## config.mk

```make
export PLATFORM = sky130hd
export DESIGN_NAME = ssram_controller
export DESIGN_NICKNAME = d
export VERILOG_FILES = /design/src/rtl/ssram_pkg.sv /design/src/rtl/ssram_controller.sv
export SDC_FILE = /design/constraint.sdc
export NUM_CORES = 1
export LEC_CHECK = 0
export ABC_AREA = 1
export CORE_MARGIN = 3
export CORE_UTILIZATION = 43
export CTS_CLUSTER_SIZE = 40
export DETAILED_ROUTE_END_ITERATION = 12
export GPL_TIMING_DRIVEN = 1
export HOLD_SLACK_MARGIN = 0.15
export PLACE_DENSITY = 0.85
export SLEW_MARGIN = 20
export SYNTH_ARGS = -nofsm -noshare
export SYNTH_HDL_FRONTEND = slang
export SYNTH_SLANG_ARGS = --single-unit
```

## constraint.sdc

```tcl
create_clock -name clock -period 4.6 [get_ports clock]
set_clock_uncertainty 0.1 [all_clocks]
set_input_delay 0.92 -clock clock [delete_from_list [all_inputs] [get_ports clock]]
set_output_delay 0.92 -clock clock [all_outputs]
set_load 0.02 [all_outputs]
```

## src/rtl/ssram_pkg.sv

```systemverilog
// Shared encodings and idle pin values for the pipelined SSRAM bus responder.
package ssram_pkg;

  typedef enum logic [1:0] {
    IDLE    = 2'b00,
    WR      = 2'b01,
    RD_WAIT = 2'b10,
    HOLD    = 2'b11
  } state_t;

  localparam int          SRAM_DATA_W = 32;
  localparam int          CNT_W       = 3;
  localparam logic [3:0]  BWE_IDLE    = 4'hf;

endpackage

```

## src/rtl/ssram_controller.sv

```systemverilog
// Single-word bus responder for a 1M x 32 pipelined SSRAM: owns pin timing and read latency.
module ssram_controller
  import ssram_pkg::*;
#(
  parameter int ADDR_W       = 20,
  parameter int READ_LATENCY = 2   // legal range 1..4
) (
  input  logic                   clock,
  input  logic                   reset_n,
  input  logic                   select,
  input  logic                   start,
  input  logic                   read,
  input  logic                   write,
  input  logic [31:0]            address,
  input  logic [3:0]             be,
  input  logic [31:0]            writedata,
  output logic [31:0]            readdata,
  output logic                   ready,
  output logic [ADDR_W-1:0]      sram_addr,
  output logic                   sram_adsc_n,
  output logic                   sram_adsp_n,
  output logic                   sram_adv_n,
  output logic                   sram_ce_n,
  output logic                   sram_oe_n,
  output logic                   sram_we_n,
  output logic [3:0]             sram_bwe_n,
  output logic [SRAM_DATA_W-1:0] sram_dq_o,
  output logic                   sram_dq_oe,
  input  logic [SRAM_DATA_W-1:0] sram_dq_i
);

  state_t                 state_q;
  logic [CNT_W-1:0]       cnt_q;
  logic                   ready_q;
  logic [31:0]            readdata_q;
  logic [ADDR_W-1:0]      addr_q;
  logic                   adsc_n_q;
  logic                   ce_n_q;
  logic                   oe_n_q;
  logic                   we_n_q;
  logic [3:0]             bwe_n_q;
  logic [SRAM_DATA_W-1:0] dq_o_q;
  logic                   dq_oe_q;

  logic go;
  logic unused_addr_hi;

  assign go             = select && start && (read || write);
  assign unused_addr_hi = ^address[31:ADDR_W];

  // NOTE: every register here uses non-blocking assignment so all state updates
  // see pre-edge values; blocking would create order-dependent simulation races.
  always_ff @(posedge clock or negedge reset_n) begin
    if (!reset_n) begin
      state_q    <= IDLE;
      cnt_q      <= '0;
      ready_q    <= 1'b0;
      readdata_q <= '0;
      addr_q     <= '0;
      adsc_n_q   <= 1'b1;
      ce_n_q     <= 1'b1;
      oe_n_q     <= 1'b1;
      we_n_q     <= 1'b1;
      bwe_n_q    <= BWE_IDLE;
      dq_o_q     <= '0;
      dq_oe_q    <= 1'b0;
    end else begin
      case (state_q)
        IDLE: begin
          if (go) begin
            addr_q   <= address[ADDR_W-1:0];
            adsc_n_q <= 1'b0;
            ce_n_q   <= 1'b0;
            // A simultaneous read and write request is serviced as a write.
            if (write) begin
              we_n_q  <= 1'b0;
              bwe_n_q <= ~be;
              dq_o_q  <= writedata;
              dq_oe_q <= 1'b1;
              state_q <= WR;
            end else begin
              oe_n_q  <= 1'b0;
              cnt_q   <= CNT_W'(READ_LATENCY);
              state_q <= RD_WAIT;
            end
          end
        end
        WR: begin
          adsc_n_q <= 1'b1;
          ce_n_q   <= 1'b1;
          we_n_q   <= 1'b1;
          bwe_n_q  <= BWE_IDLE;
          dq_oe_q  <= 1'b0;
          ready_q  <= 1'b1;
          state_q  <= HOLD;
        end
        RD_WAIT: begin
          adsc_n_q <= 1'b1;
          ce_n_q   <= 1'b1;
          if (cnt_q == '0) begin
            // The pipeline always drains; an aborted read still captures data.
            readdata_q <= sram_dq_i;
            oe_n_q     <= 1'b1;
            if (read) begin
              ready_q <= 1'b1;
              state_q <= HOLD;
            end else begin
              state_q <= IDLE;
            end
          end else begin
            cnt_q <= cnt_q - 1'b1;
          end
        end
        HOLD: begin
          if (!(read || write)) begin
            ready_q <= 1'b0;
            state_q <= IDLE;
          end
        end
        default: state_q <= IDLE;
      endcase
    end
  end

  assign ready       = ready_q & select;
  assign readdata    = readdata_q;
  assign sram_addr   = addr_q;
  assign sram_adsc_n = adsc_n_q;
  assign sram_adsp_n = 1'b1;
  assign sram_adv_n  = 1'b1;
  assign sram_ce_n   = ce_n_q;
  assign sram_oe_n   = oe_n_q;
  assign sram_we_n   = we_n_q;
  assign sram_bwe_n  = bwe_n_q;
  assign sram_dq_o   = dq_o_q;
  assign sram_dq_oe  = dq_oe_q;

endmodule

```

# == Word level (Yosys, flattened, before mapping) ==
# Cells that the tools add are included.
# word_totals
ff_bits,98
output_inout_bits,96
# op_classes
n_addsub,1
eq_ne,10
mux,29
n_bitwise,2
reduce_logical,19
# ops
operator,n
$ne 2x2->1 const B,7
$reduce_and 4->1,3
$mux 1,11
$mux 2,5
$mux 3,3
$reduce_and 3->1,3
$mux 4,2
$pmux 1 s2,4
$pmux 2 s4,1
$pmux 4 s2,1
$pmux 3 s2,1
$reduce_and 2->1,3
$reduce_bool 2->1,3
$eq 2x2->1 const B,2
$not 4->4,1
$logic_not 3->1,1
$pmux 1 s3,1
$reduce_bool 3->1,1
$sub 3x1->3 const B,1
$eq 2x1->1 const B,1
$logic_and 1x1->1,2
$logic_not 2->1,1
$reduce_or 2->1,1
$and 1x1->1,1
$logic_or 1x1->1,1

# == Depth between registers and ports, before layout ==
# logic_depth
depth_word,4
depth_mapped,9
depth_no_buf,9

# == Worst setup path after synthesis ==
# OpenSTA, ideal clock, no wires.
# synth_timing
path_kind,in2out
from,in select
to,out ready
arrival_time_ns,1.087
setup_slack_ns,2.493
cell_stages,2
path_buffers,0
path_cell_list,nand2_1 inv_1
# synth_between
elab_chain_len,1
# synth_rtl
item,line_no,rtl
"start, declared",ssram_controller.sv:10,"input logic select,"
$and 1x1->1,ssram_controller.sv:125,assign ready = ready_q & select;
"end, declared",ssram_controller.sv:18,"output logic ready,"
# No other way between the ends.

# == Worst setup path in the final report ==
# Ends and elaborated chain as after synthesis.

==> impl_metrics.ini <==
[setup_path]
slowest_delay_ns = 0.59
path_cells = clkdlybuf4s50_1 > nand2_1 > inv_1 > clkdlybuf4s50_1
crit_type = input port to output pin
crit_top_cell = clkdlybuf4s50_1
worstPathArrival_ns = 2.20
worstSetupEndpointType = output pin
start_kind = input port
crit_slowest_cell = clkdlybuf4s50_1
cp_max_fo = 3
critPathRequiredTime_ns = 3.58

[clock_tree]
cts_root_buf = clkbuf_8
ctsResizeCount = 0
postCtsSetupBuffers = 0
numCtsBuffers = 9
numClockSinks = 98
cts_max_level = 3
clockBufferDepth = 2
cts-hold-fix-buffers = 0
cts_tree = yes
clk-insertion-delay-late_ns = 0.35
path_clk_slew_ns = 0.09

[layout]
fin_area_mm2 = 0.00611
diodes = 0
layout.nets = 756
mostFrequentLayoutCells = 282 x nand2_1, 186 x clkdlybuf4s50_1, 91 x dfrtp_1
mostFrequentLayoutCell = nand2_1
utilization_pct = 68.7
syn_to_final_growth_pct = 52.3
drive_gt1_share_pct = 4.95
fin_cells = 755

[job]
timing.max_cap.violations = 0

[placement]
place_ws_ns = 1.38
placed_cells = 739
place_area_mm2 = 0.00590
place_congestion = 0.769
place.port_buffers = 187
dp_hpwl_mm = 7.77

[detailed_routing]
wire_per_inst_um = 13.9
drt-total-wl_mm = 10.5
vias = 3558
vias_per_cell = 4.71
firstDrtPassIters = 4
drt_iter0_markers = 118
ant_nets = 0
drc_errors = 0

[timing]
rsz0062_at_grt = no
layout_setup_ws_ns = 1.38
final-hold-violation-count = 0
slew_headroom_pct = 37.5
fmax_mhz = 310
finalSetupTns_ns = 0
period_share_pct = 70.1
setup_viol = 0
slew_viol_final = 0
tightest_slew_ns = 0.937
period_minus_slack_ns = 3.22

[floorplanning]
die_h_um = 103
core_mm2 = 0.00889
die_width_um = 103
ios = 202
rows = 34
start_util_pct = 45.1
die_area_mm2 = 0.0105

[yosys]
syn_inst = 460
yosysUniqueCellTypes = 20
syn-cell-area_mm2 = 0.00401
avgSynthCellArea_um2 = 8.72
yosysWarningCount = 0
synth_seq_cells = 98
seq_area_frac_synth_pct = 61.3

[global_routing]
grt_max_degree = 57
grt_remaining_overflow = 0
track_usage_pct = 20.6
grt_antenna_before_repair = 0
grt_pass1_vias = 3663
grt_pass1_wl_mm = 17.0

[pwr]
pwr_density_cell_mw_per_mm2 = 701
p_leak_nw = 3.04
vdd_drop_max_mv = 0.372

[status]
status = finished clean

[min_path]
hp-class = flip-flop to flip-flop
-- cell families after synthesis --
family          count (synthesis)  share of synthesized area, %
simple gates                  312                          30.5
fa+ha+maj                       8                          2.49
buf+inv                        34                          4.68
compound gates                  7                         0.873
flops                          98                          61.3
other cells                     1                        0.0935
-- area by class of cell --
cell class                 count  area (µm²)
clock buffer                  12         155
clock inverter                 4        50.0
fill                         711        2780
inverter                      15        56.3
multi-input combinational    329        1370
sequential                    98        2460
tap                          108         135
timing repair buffer         189        1880
-- synthesized netlist by cell type, drive strengths merged --
| cell type | instances | share of area, % |
|---|---|---|
| o21ai | 1 | 0.12 |
| nand3 | 8 | 1.0 |
| dfstp | 7 | 4.6 |
| a21oi | 6 | 0.75 |
| nand3b | 1 | 0.19 |
| ha | 8 | 2.5 |
| nand4 | 5 | 1.2 |
| nand2 | 284 | 27 |
| dfrtp | 91 | 57 |
| nor2 | 14 | 1.5 |
| clkbuf | 6 | 0.56 |
| buf | 13 | 2.7 |
| inv | 15 | 1.4 |
| conb | 1 | 0.093 |
-- power breakdown --
group / total (mW) / leakage, nW / internal (mW) / switching, mW
registers: 1.52 / 1.20 / 1.29 / 0.232
clock network: 0.572 / 0.0986 / 0.281 / 0.292
logic: 2.19 / 1.73 / 0.997 / 1.19
-- through the flow --
step | hold WS, ns | total power [mW]
floorplan | 0.342 | 2.65
global placement | 0.352 | 3.66
detailed placement | 0.358 | 3.73
CTS | 0.381 | 4.32
global route | 0.401 | 4.59
finish | 0.376 | 4.28
-- registers in the layout, summed over array words and instances, names as in the netlist --
signal,cells
state_q,2
sram_bwe_n,4
cnt_q,3
ready_q,1
sram_addr,20
sram_dq_o,32
sram_dq_oe,1
sram_oe_n,1
readdata,32
sram_we_n,1
sram_ce_n,1
-- final timing paths --
kind / endpoint / slack (ns) / cells after the start / start
worst max-delay path: ready / 1.38 / 4 / select
worst min-delay path: sram_addr[7] / 0.38 / 2 / sram_addr[7]
worst max register to register: cnt_q[0] / 1.88 / 10 / cnt_q[0]
worst min register to register: sram_addr[7] / 0.38 / 2 / sram_addr[7]
max in group asynchronous: sram_we_n / 2.89 / 2 / reset_n
min in group asynchronous: readdata[25] / 0.49 / 1 / reset_n
-- metal layers --
metal | vias to the layer above | GRT usage, % | wire (µm)
met5 | - | 0 | 0
met4 | 0 | 8.38 | 265
met3 | 19 | 5.89 | 719
met2 | 129 | 36.3 | 5410
met1 | 1664 | 23.5 | 4130
li1 | 1746 | - | -
-- critical path, delay by kind of cell --
kind | cells | cell delay (ns)
and+or+nand+nor | 1 | 0.07
buffers and inverters | 3 | 1.21
No activity file was read; power rests on OpenSTA's default activity.
